[src/rtl/pmux_gen2.sv]
// Parametrised pad mux: routes PW pads to GPIO or one of NCH peripheral channels,
// with 2-flop input sync, per-pin edge interrupts (W1C status) and CPU read-back.
module pmux_gen2 #(
  parameter int          PW        = 8,
  parameter int          NCH       = 3,
  parameter logic [3:0]  BASE_ADDR = 4'h8
) (
  input  logic              clk,
  input  logic              rst,
  input  logic [3:0]        addr3,
  input  logic              wen,
  input  logic [7:0]        data_in,
  input  logic [3:0]        rd_addr,
  output logic [7:0]        rd_data,
  input  logic [NCH*PW-1:0] ch_out,
  input  logic [NCH*PW-1:0] ch_oe,
  output logic [NCH*PW-1:0] ch_in,
  input  logic [PW-1:0]     pad_i,
  output logic [PW-1:0]     pad_o,
  output logic [PW-1:0]     pad_oe,
  output logic              irq
);

  localparam logic [2:0] OFF_DIR   = 3'd2;
  localparam logic [2:0] OFF_OUT   = 3'd3;
  localparam logic [2:0] OFF_IE    = 3'd5;
  localparam logic [2:0] OFF_ISTAT = 3'd6;
  localparam logic [2:0] OFF_POL   = 3'd7;

  logic [PW-1:0][1:0] sel_q;
  logic [PW-1:0]      dir_q, out_q, ie_q, istat_q, pol_q;
  logic [PW-1:0]      sync1_q, pin_sync, pin_prev;
  logic [PW-1:0]      wdat, clr, rise, fall, evt;
  logic [15:0]        sel_flat;
  logic               wr_en, rd_hit;

  // The block is 8 registers aligned on an 8-byte boundary, so bit 3 alone decodes it.
  assign wr_en  = wen && (addr3[3] == BASE_ADDR[3]);
  assign rd_hit = (rd_addr[3] == BASE_ADDR[3]);
  assign wdat   = data_in[PW-1:0];

  assign rise = pin_sync & ~pin_prev;
  assign fall = ~pin_sync & pin_prev;
  assign evt  = (pol_q & rise) | (~pol_q & fall);
  assign clr  = (wr_en && addr3[2:0] == OFF_ISTAT) ? wdat : '0;

  always_ff @(posedge clk or posedge rst) begin
    if (rst) begin
      sel_q    <= '0;
      dir_q    <= '0;
      out_q    <= '0;
      ie_q     <= '0;
      istat_q  <= '0;
      pol_q    <= '0;
      sync1_q  <= '0;
      pin_sync <= '0;
      pin_prev <= '0;
    end else begin
      sync1_q  <= pad_i;
      pin_sync <= sync1_q;
      pin_prev <= pin_sync;
      if (wr_en) begin
        case (addr3[2:0])
          OFF_DIR: dir_q <= wdat;
          OFF_OUT: out_q <= wdat;
          OFF_IE:  ie_q  <= wdat;
          OFF_POL: pol_q <= wdat;
          default: ;
        endcase
      end
      // Pins 0-3 live in SEL0, pins 4-7 in SEL1.
      for (int p = 0; p < PW; p++) begin
        if (wr_en && addr3[2:0] == 3'(p / 4))
          sel_q[p] <= data_in[2*(p%4) +: 2];
      end
      // A new event outranks a same-cycle clear.
      istat_q <= (istat_q & ~clr) | evt;
    end
  end

  always_comb begin
    pad_o  = out_q;
    pad_oe = dir_q;
    ch_in  = '0;
    for (int p = 0; p < PW; p++) begin
      for (int k = 1; k <= NCH; k++) begin
        if (sel_q[p] == 2'(k)) begin
          pad_o[p]              = ch_out[(k-1)*PW + p];
          pad_oe[p]             = ch_oe[(k-1)*PW + p];
          ch_in[(k-1)*PW + p]   = pin_sync[p];
        end
      end
    end
  end

  assign sel_flat = 16'(sel_q);

  always_comb begin
    rd_data = '0;
    if (rd_hit) begin
      case (rd_addr[2:0])
        3'd0:      rd_data = sel_flat[7:0];
        3'd1:      rd_data = sel_flat[15:8];
        OFF_DIR:   rd_data = 8'(dir_q);
        OFF_OUT:   rd_data = 8'(out_q);
        3'd4:      rd_data = 8'(pin_sync);
        OFF_IE:    rd_data = 8'(ie_q);
        OFF_ISTAT: rd_data = 8'(istat_q);
        default:   rd_data = 8'(pol_q);
      endcase
    end
  end

  assign irq = |(istat_q & ie_q);

endmodule
[config.mk]
export PLATFORM = sky130hd
export DESIGN_NAME = pmux_gen2
export DESIGN_NICKNAME = d
export VERILOG_FILES = /design/src/rtl/pmux_gen2.sv
export SDC_FILE = /design/constraint.sdc
export NUM_CORES = 1
export LEC_CHECK = 0
export CORE_UTILIZATION = 40
export DETAILED_ROUTE_END_ITERATION = 12
export PLACE_DENSITY = 0.75
export SLEW_MARGIN = 20
export SYNTH_ARGS = -nofsm -noshare
export SYNTH_HDL_FRONTEND = slang
export SYNTH_SLANG_ARGS = --single-unit
[constraint.sdc]
create_clock -name clk -period 2.3 [get_ports clk]
set_input_delay 0.23 -clock clk [delete_from_list [all_inputs] [get_ports clk]]
set_output_delay 0.23 -clock clk [all_outputs]
set_load 0.05 [all_outputs]
* Yosys cells after proc, flatten, opt, wreduce, memory -nomap -nowiden
Cells that the tools add are included.
** Storage, ports and cells
- Register bits after elaboration :: 80
- Latch bits :: 0
- Memory bits (writable) :: 0
- Bits in read-only memories :: 0
- Input bits :: 75
- Output and inout bits :: 49
- Logic and storage cells :: 150
- Memories :: 0
** Operators by class
- Add/subtract/negate cells :: 0
- Multipliers :: 0
- Divide/modulo/power cells :: 0
- Order comparisons :: 0
- Equality and inequality tests :: 36
- Shift-type cells :: 0
- Multiplexer cells :: 75
- Bitwise logic cells :: 12
- Reduce and logical (&&, ||, !) cells :: 11
** Operator list (number)
- 1-bit 2-to-1 mux :: 72
- 8-bit one-hot mux with 7 select lines :: 1
- 8-bit AND :: 6
- 2-bit == test (second input constant) :: 16
- 8-bit NOT :: 4
- 3-bit == test (second input constant) :: 6
- 2-bit by 1-bit == test with 1-bit output (second input constant) :: 8
- 8-bit 2-to-1 mux :: 2
- 8-bit bitwise OR :: 2
- 3-bit by 2-bit == test with 1-bit output (second input constant) :: 4
- 2-bit AND reduction :: 4
- 8-bit OR reduction :: 1
- 3-bit by 1-bit == test with 1-bit output (second input constant) :: 2
- 3-bit zero test :: 2
- 1-bit logical AND :: 4

* Longest topological paths before layout
Gate-level depths: netlist of run 1.
- Depth after elaboration :: 6
- Mapped depth :: 7
- Mapped depth without buffers :: 4

* Worst setup path before layout of run 1
Ideal clock, no wire load.
- Path type :: input to output
- From :: in rd_addr[0]
- To :: out rd_data[2]
- Data arrival time :: 1.726 ns
- Data required time :: 2.070 ns
- Path slack :: 0.344 ns
- Cell stages on the path :: 5
- Buffers on the path :: 3
- Path through :: buf_2 -> buf_2 -> buf_2 -> nand3_1 -> a41oi_1
** Between the ends
- Cells in the longest elaborated chain, start to end :: 3
- Elaborated cells between the ends (all ways) :: 9
- Classes of those cells :: 6 x eq/ne; 2 x mux; 1 x reduce/logical
** RTL lines
- start: declaration :: line 13 : input logic [3:0] rd_addr,
- 3-bit == test (tied with other cells) :: line 101 : case (rd_addr[2:0])
- 8-bit one-hot mux with 7 select lines * :: line 101
- 8-bit 2-to-1 mux * :: line 100 : if (rd_hit) begin
- end: declaration :: line 14 : output logic [7:0] rd_data,
Mark *: on every way between the ends. The rest lies on a longest branch, timed or not.

* Worst setup path in the final report of run 1
- From :: reg out_q[1]
- To :: out pad_o[1]
** Between the ends
- Cells in the longest elaborated chain, start to end :: 3
** RTL lines
- start: declaration :: line 31 : logic [PW-1:0] dir_q, out_q, ie_q, istat_q, pol_q;
- start signal: assignment :: line 65 : OFF_OUT: out_q <= wdat;
- 1-bit 2-to-1 mux (3 in a row) :: line 87 : if (sel_q[p] == 2'(k)) begin
- end: declaration :: line 19 : output logic [PW-1:0] pad_o,
Every way passes these cells.

==> impl_metrics.csv, run 1 <==
group,metric,value,unit
critical_path,worstSetupPathType,"reg -> out",
timing,fmax,454,MHz
detailed_routing,wl_per_cell,18.6,um
clock_network,cts_tree,"done",
floorplanning,core.rowCount,35,
yosys,yosysUniqueCellTypes,33,
yosys,postSynthCellCount,332,
power_and_ir_drop,p_switching,1.75,mW
yosys,ys_seq_area_share,50.4,%
timing,rsz0062_at_grt,"no",
power_and_ir_drop,power.share.switching,36.7,%
floorplanning,fp.dieArea,10300,um^2
finish,final_nets,548,
job,maxCapViolations,0,
detailed_routing,wl_met2,5.76,mm
clock_network,htree_levels,3,
clock_network,clkLatencyLatePin,0.35,ns
placement,gp_congestion,0.892,
finish,fin_util,60.9,%
finish,final_common_cell,"clkdlybuf4s50_1",
yosys,synthArstFlopShare,100,%
global_route,overflow,0,
detailed_routing,vias,3333,
min_path,min_path_type,"in -> async",
timing,slew_headroom,62.7,%
power_and_ir_drop,ir_worst_vdd,0.453,mV
critical_path,reg2regPathDepth,3,
detailed_routing,routed_wl,11.3,mm
finish,diodes,0,
critical_path,crit_required,2.07,ns
clock_network,cts.hold.buffers_added,0,
yosys,synth_top_cell_by_area,"dfrtp_1",
finish,fillers,769,
timing,setup_viol,0,
detailed_routing,drc_errors,0,
yosys,synth_top_cell_area_share,50.4,%
critical_path,worstPathArrival,1.97,ns
global_route,grt_pass1_vias,3419,
floorplanning,io_pins,124,
clock_network,clk_path_buf_depth,2,
clock_network,cts-resized-gates,12,
placement,place_hpwl,8.30,mm
detailed_routing,wl_met1,4.68,mm
global_route,grt_max_degree,37,
yosys,postSynthAreaPerCell,12.0,um^2
global_route,grt_use_total,23.4,%
clock_network,clk_pin_slew,0.09,ns
timing,hold_viol,0,
global_route,grt_pass1_wl,17.9,mm
finish,mostFrequentLayoutCells,"clkdlybuf4s50_1, dfrtp_1, mux2_2",
timing,period_minus_slack,2.20,ns
power_and_ir_drop,pwr-share-seq,40.3,%
critical_path,rrSetupSlack,1.31,ns
finish,drive_above_1_share,26.8,%
clock_network,cts_setup_buffers,0,
timing,drv_slew,0,
critical_path,end_kind,"primary output",
timing,finalSetupTns,0,ns
yosys,synth_ff_type,"dfrtp_1",
power_and_ir_drop,p_leak,2.37,nW
yosys,synth_seq_cells,80,
yosys,synth_edf_count,0,
detailed_routing,met3_wirelength,710,um
floorplanning,initial_core_util,42.2,%
detailed_routing,drt_pass1_iterations,5,
yosys,syn_area,3970,um^2
clock_network,tritoncts_num_sinks,80,
power_and_ir_drop,p_per_area,834,nW/um^2
yosys,yosysWarningCount,0,
yosys,synth_nets,407,
outcome,status,"completed",
clock_network,cts_inserted_buffers,9,
timing,worst_slew_pin_slew,0.559,ns
detailed_routing,top_layer,"met4",
critical_path,r2r_start,"pin_sync[1]",
power_and_ir_drop,internal_power,3.03,mW
placement,portBuffers,123,
yosys,synth_area_leaders,"dfrtp_1, mux2_2, mux4_2",
critical_path,crit_path_start_kind,"flop",
timing,min_period_over_period,95.8,%
detailed_routing,viasPerCell,5.49,
detailed_routing,ant_nets,0,
global_route,antenna_found_initial,0,
floorplanning,coreArea,9420,um^2
clock_network,ctsRootBufferMaster,"clkbuf_8",
finish,area_growth,44.5,%
floorplanning,die_w,102,um
power_and_ir_drop,p_clk_share,23.8,%
floorplanning,die_h,102,um
detailed_routing,first_iter_violations,262,
critical_path,worstPathMaxFanout,3,
power_and_ir_drop,combPwrFrac,35.9,%
timing,fin_worst_skew,0.00795,ns
critical_path,timing.rr.end,"istat_q[1]",
[power groups by stage]
stage	clock [mW]	sequential [mW]	combinational (mW)
3_5_place_dp	0	1.95	1.77
2_1_floorplan	0	1.83	1.23
5_1_grt	1.20	1.97	1.81
4_1_cts	1.15	1.92	1.73
6_report	1.14	1.93	1.72
3_3_place_gp	0	1.93	1.75
[how the worst max path moves through the flow]
stage / startpoint / to / slack [ns] / depth (start not counted)
2_1_floorplan: rst / dir_q[0] / 0.02 / 1
3_3_place_gp: rd_addr[1] / rd_data[2] / 0.17 / 6
3_5_place_dp: rd_addr[1] / rd_data[0] / 0.15 / 8
4_1_cts: out_q[1] / pad_o[1] / 0.09 / 2
5_1_grt: out_q[1] / pad_o[1] / 0.05 / 2
6_report: out_q[1] / pad_o[1] / 0.1 / 2
[Yosys cell counts (all sizes together) (2+ instances only)]
cell type / count
a21oi: 6
a221o: 7
a221oi: 5
a22oi: 10
a31oi: 5
and3: 8
and3b: 3
buf: 10
clkbuf: 4
dfrtp: 80
mux2: 52
mux4: 16
nand2: 47
nand2b: 4
nand3: 2
nor2: 33
nor2b: 2
nor3b: 3
o21ai: 20
o221a: 5
or3: 2
[area by class of cell]
type | instances | area (um^2) | share of cell area, %
clock inverters | 7 | 95.1 | 1.66
clock buffers | 9 | 124 | 2.16
well taps | 129 | 161 | 2.81
multi-input cells | 237 | 1890 | 32.9
flip-flops and latches | 80 | 2000 | 34.9
inverters | 1 | 5.00 | 0.0872
repair buffers | 144 | 1460 | 25.5
[routing by layer]
layer  vias to the layer above  GRT usage [%]
li1                       1516              -
met1                      1666           31.4
met2                       136           38.4
met3                        15           3.66
met4                         0           9.03
met5                         -              0
[through the flow]
stage / hold WS (ns) / total power [mW] / worst slack [ns] / instances / cell area (um^2)
global route: 0.277 / 4.98 / 0.0534 / 607 / 5740
global placement: 0.332 / 3.68 / 0.174 / 591 / 5530
finish: 0.233 / 4.78 / 0.0964 / 607 / 5740
CTS: 0.244 / 4.80 / 0.0896 / 607 / 5740
detailed placement: 0.335 / 3.72 / 0.152 / 591 / 5530
floorplan: 0.261 / 3.06 / 0.0183 / 332 / 3970
[state kept, by name, indices dropped and copies added, names as in the netlist]
register	flops
pin_sync	8
sel_flat	16
out_q	8
dir_q	8
ie_q	8
istat_q	8
pol_q	8
sync1_q	8
pin_prev	8
[logic make-up after synthesis]
family / count (synthesis) / share of synthesized area (%)
AOI/OAI and AO/OA: 61 / 10.9
buffers and inverters: 15 / 2.05
DFF: 80 / 50.4
muxes: 69 / 24.1
and+or+nand+nor: 107 / 12.6
[worst max-delay path, stage by stage (launching register included)]
cell             delay [ns]
dfrtp_1                0.43
mux4_2                 0.47
clkdlybuf4s50_1        0.72
Note: power is estimated with default switching activity, not from simulation.
==> inputs of run 2 (changes only) <==
- RECOVER_POWER: unset -> 25
==> run 2 against run 1 <==
Effect of this change:
- sequential cell count is the same
- clock-buffer cell count is the same
- via count shrank 0.12%
- critical path type unchanged
- maximum frequency is essentially flat
- clock skew is essentially flat
- critical endpoint unchanged
==> impl_metrics.csv, run 2 (same netlist as run 1, synthesis figures left out) <==
group,metric,value,unit
min_path,min_path_type,"reg -> reg",
detailed_routing,drc_errors,0,
floorplanning,initial_core_util,42.2,%
floorplanning,die_h,102,um
critical_path,timing.rr.end,"istat_q[1]",
clock_network,cts.hold.buffers_added,0,
critical_path,cpPeakStageDelay,0.72,ns
clock_network,cts-resized-gates,12,
placement,place_ws,0.152,ns
critical_path,slowest_stage,"clkdlybuf4s50_1",
critical_path,r2r_start,"pin_sync[1]",
global_route,grt_pass1_wl,17.9,mm
min_path,worstHoldStart,"sync1_q[5]",
critical_path,worstPathMaxFanout,3,
power_and_ir_drop,internal_power,3.03,mW
detailed_routing,drt_pass1_iterations,5,
floorplanning,die_w,102,um
finish,drive_above_1_share,26.8,%
timing,fin_worst_skew,0.00795,ns
placement,placed_cell_area,5530,um^2
timing,slew_headroom,3.95,%
timing,finalSetupTns,0,ns
clock_network,clk_path_buf_depth,2,
finish,fin_area,5740,um^2
critical_path,crit_required,2.07,ns
timing,setup_slack,0.0965,ns
timing,period_minus_slack,2.20,ns
timing,fmax,454,MHz
timing,drv_slew,0,
critical_path,end_kind,"primary output",
clock_network,ctsRootBufferMaster,"clkbuf_8",
finish,largest_register_ffs,16,
detailed_routing,first_iter_violations,262,
outcome,status,"completed",
power_and_ir_drop,p_per_area,833,nW/um^2
clock_network,tritoncts_num_sinks,80,
global_route,overflow,0,
critical_path,crit_chain,"mux4_2 > clkdlybuf4s50_1",
detailed_routing,vias,3329,
power_and_ir_drop,p_clk_share,23.8,%
job,maxCapViolations,0,
finish,mostFrequentLayoutCells,"clkdlybuf4s50_1, dfrtp_1, mux2_2",
detailed_routing,viasPerCell,5.48,
global_route,grt_max_degree,37,
critical_path,worstPathArrival,1.97,ns
clock_network,cts_setup_buffers,0,
min_path,hold_path_depth,0,
timing,setup_viol,0,
finish,diodes,0,
finish,final_common_cell,"clkdlybuf4s50_1",
clock_network,cts_inserted_buffers,9,
power_and_ir_drop,p_leak,2.37,nW
detailed_routing,wl_per_cell,18.6,um
timing,worst_slew_pin_slew,1.43,ns
clock_network,cts_tree,"done",
placement,gp_congestion,0.892,
power_and_ir_drop,combPwrFrac,35.8,%
floorplanning,core.rowCount,35,
floorplanning,io_pins,124,
timing,hold_viol,0,
detailed_routing,routed_wl,11.3,mm
floorplanning,coreArea,9420,um^2
clock_network,clkLatencyLatePin,0.35,ns
power_and_ir_drop,power.share.switching,36.7,%
global_route,grt_use_total,23.4,%
placement,portBuffers,123,
critical_path,worstSetupPathType,"reg -> out",
detailed_routing,ant_nets,0,
power_and_ir_drop,pwr-share-seq,40.4,%
finish,final_nets,548,
min_path,hold_end,"pin_sync[5]",
timing,min_period_over_period,95.8,%
floorplanning,fp.dieArea,10300,um^2
critical_path,crit_path_start_kind,"flop",
power_and_ir_drop,ir_worst_vdd,0.453,mV
critical_path,rrSetupSlack,1.31,ns
power_and_ir_drop,p_switching,1.75,mW
global_route,antenna_found_initial,0,
global_route,grt_pass1_vias,3419,
timing,rsz0062_at_grt,"no",
clock_network,htree_levels,3,
finish,area_growth,44.5,%
placement,place_hpwl,8.30,mm
critical_path,reg2regPathDepth,3,
clock_network,clk_pin_slew,0.09,ns
[run 2: changes by cell type in the layout (fill, tap and decap cells not counted)]
| cell | change |
|---|---|
| clkdlybuf4s50_1 | -9 |
| clkinv_2 | -1 |
| clkinvlp_2 | +1 |
| dlygate4sd3_1 | +9 |
[run 2: layout make-up]
class                      count  area (um^2)
fill                         769         3680
inverter                       1         5.00
timing repair buffer         144         1460
tap                          129          161
sequential                    80         2000
clock buffer                   9          124
clock inverter                 7         95.1
multi-input combinational    237         1890
[run 2: worst max-delay path: cells and delay by family (launching register included)]
| family | cells | cell delay, ns |
|---|---|---|
| DFF | 1 | 0.43 |
| muxes | 1 | 0.47 |
| buffers and inverters | 1 | 0.72 |
[run 2: worst max-delay path by stage]
stage	start	endpoint	slack, ns	cells after the start
after floorplan	rst	dir_q[0]	0.02	1
after global placement	rd_addr[1]	rd_data[2]	0.17	6
after detailed placement	rd_addr[1]	rd_data[0]	0.15	8
after CTS	out_q[1]	pad_o[1]	0.09	2
after global routing	out_q[1]	pad_o[1]	0.05	2
final	out_q[1]	pad_o[1]	0.1	2
[run 2: metal layers]
layer	track usage [%]	vias up	share of wire [%]
met2	38.4	137	51
met3	3.66	15	6.3
li1	-	1516	-
met4	9.03	0	1.5
met5	0	-	0
met1	31.4	1661	41
[run 2: power groups by stage]
stage                     clock [mW]  combinational [mW]  sequential [mW]
after global routing            1.20                1.81             1.97
after floorplan                    0                1.23             1.83
after global placement             0                1.75             1.93
after detailed placement           0                1.77             1.95
after CTS                       1.15                1.73             1.92
final                           1.14                1.71             1.93
[run 2: stage by stage]
step | cells | util, % | power (mW) | hold slack [ns]
2_1_floorplan | 332 | - | 3.06 | 0.261
3_3_place_gp | 591 | 58.8 | 3.68 | 0.332
3_5_place_dp | 591 | 58.8 | 3.72 | 0.335
4_1_cts | 607 | 60.9 | 4.80 | 0.244
5_1_grt | 607 | 60.9 | 4.98 | 0.357
6_report | 607 | 60.9 | 4.78 | 0.353
==> inputs of run 3 (changes only) <==
- CORE_MARGIN: unset -> 3
==> run 3 against run 2 <==
Effect of this change:
- routed wire length increased by 1.8%
- maximum frequency decreased by 2.4%
- die area increased by 8.0%
- sequential power about the same
- combinational power about the same
- sequential cell count unchanged
- largest cell class unchanged
- highest routed layer unchanged
==> impl_metrics.csv, run 3 (same netlist as run 1, synthesis figures left out) <==
group,metric,value,unit
global_route,antenna_found_initial,0,
job,maxCapViolations,0,
outcome,status,"completed",
timing,min_period_over_period,98.1,%
power_and_ir_drop,p_switching,1.76,mW
detailed_routing,first_iter_violations,294,
clock_network,htree_levels,3,
finish,fillers,797,
clock_network,cts_inserted_buffers,9,
placement,portBuffers,123,
global_route,grt_pass1_vias,3437,
timing,period_minus_slack,2.26,ns
power_and_ir_drop,p_leak,2.35,nW
clock_network,clkLatencyLatePin,0.35,ns
global_route,overflow,0,
finish,largest_register_ffs,16,
critical_path,reg2regPathDepth,2,
finish,final_common_cell,"clkdlybuf4s50_1",
critical_path,crit_path_start_kind,"flop",
finish,drive_above_1_share,26.2,%
placement,place_hpwl,8.39,mm
detailed_routing,wl_per_cell,19.1,um
global_route,grt_pass1_wl,18.2,mm
timing,setup_slack,0.0431,ns
detailed_routing,viasPerCell,5.59,
floorplanning,initial_core_util,42.0,%
detailed_routing,routed_wl,11.5,mm
power_and_ir_drop,p_per_area,856,nW/um^2
power_and_ir_drop,power.share.switching,35.9,%
timing,slew_headroom,29.1,%
critical_path,worstSetupPathType,"reg -> out",
power_and_ir_drop,internal_power,3.14,mW
clock_network,ctsRootBufferMaster,"clkbuf_8",
finish,diodes,0,
critical_path,end_kind,"primary output",
power_and_ir_drop,combPwrFrac,35.1,%
detailed_routing,ant_nets,0,
clock_network,clk_pin_slew,0.08,ns
power_and_ir_drop,pwr-share-seq,39.5,%
clock_network,cts_setup_buffers,0,
finish,fin_util,60.5,%
power_and_ir_drop,p_clk_share,25.4,%
power_and_ir_drop,total_power,4.90,mW
critical_path,crit_required,2.07,ns
detailed_routing,drc_errors,0,
finish,mostFrequentLayoutCells,"clkdlybuf4s50_1, dfrtp_1, mux2_2",
detailed_routing,drt_pass1_iterations,5,
timing,drv_slew,0,
min_path,min_path_type,"reg -> reg",
timing,setup_viol,0,
global_route,grt_use_total,21.1,%
placement,gp_congestion,0.817,
floorplanning,io_pins,124,
min_path,hold_path_depth,0,
global_route,grt_max_degree,81,
timing,hold_viol,0,
clock_network,clk_path_buf_depth,2,
floorplanning,die_h,106,um
timing,worst_slew_pin_slew,1.06,ns
timing,finalSetupTns,0,ns
clock_network,tritoncts_num_sinks,80,
timing,rsz0062_at_grt,"no",
clock_network,cts_tree,"done",
power_and_ir_drop,ir_worst_vdd,0.397,mV
critical_path,worstPathArrival,2.03,ns
timing,fin_worst_skew,0.00687,ns
floorplanning,fp.dieArea,11200,um^2
floorplanning,coreArea,9460,um^2
critical_path,worstPathMaxFanout,3,
detailed_routing,vias,3372,
floorplanning,die_w,106,um
timing,fmax,443,MHz
floorplanning,core.rowCount,35,
placement,place_ws,0.104,ns
finish,area_growth,44.2,%
finish,final_nets,544,
## run 3: cell count changes in the layout (fill, tap and decap cells not counted), sizes merged
| cell | change |
|---|---|
| clkinvlp | +1 |
| buf | -2 |
| dlymetal6s2s | +1 |
| inv | -1 |
| bufinv | +1 |
| clkinv | -3 |
| clkbuf | +3 |
| dlygate4sd2 | -4 |
## run 3: what timing repair did
action,CTS,global route
resized for setup,8,1
hold buffers,0,0
setup endpoints to repair,8,1
## run 3: final timing paths
kind,startpoint,endpoint,slack (ns)
worst max-delay path,sel_flat[12],pad_o[6],0.04
min in group asynchronous,rst,sync1_q[3],0.71
worst min register to register,sync1_q[2],pin_sync[2],0.35
worst max register to register,sel_flat[12],sel_flat[12],1.30
max in group asynchronous,rst,istat_q[1],0.91
worst min-delay path,sync1_q[2],pin_sync[2],0.35
## run 3: layout make-up
type | count | area (um^2) | share of cell area [%]
inverters | 1 | 5.00 | 0.0875
multi-input cells | 237 | 1890 | 33.0
flip-flops and latches | 80 | 2000 | 35.0
clock buffers | 11 | 131 | 2.30
repair buffers | 140 | 1430 | 25.0
well taps | 129 | 161 | 2.82
clock inverters | 5 | 105 | 1.84
## run 3: stage by stage
| stage | hold WS (ns) | instances | instance area (um^2) |
|---|---|---|---|
| after global routing | 0.361 | 603 | 5720 |
| after CTS | 0.297 | 603 | 5730 |
| after global placement | 0.333 | 587 | 5510 |
| final | 0.350 | 603 | 5720 |
| after detailed placement | 0.336 | 587 | 5510 |
| after floorplan | 0.261 | 332 | 3970 |
## run 3: per-layer routing
metal | track usage (%) | up-vias | part of all wire (%)
met5 | 0 | - | 0
met2 | 36.4 | 166 | 51
met1 | 27.1 | 1677 | 39
met3 | 3.86 | 20 | 7.7
li1 | - | 1509 | -
met4 | 6.48 | 0 | 1.6
## run 3: power by group through the flow
stage                     sequential (mW)  combinational (mW)  clock, mW
after floorplan                      1.83                1.23          0
after global placement               1.95                1.74          0
after detailed placement             1.96                1.76          0
after CTS                            1.93                1.74       1.25
after global routing                 1.97                1.81       1.30
final                                1.93                1.72       1.24
## run 3: critical path, stage by stage (launching register included)
cell and delay (ns):
dfrtp_1 0.45, mux4_2 0.51, clkdlybuf4s50_1 0.72
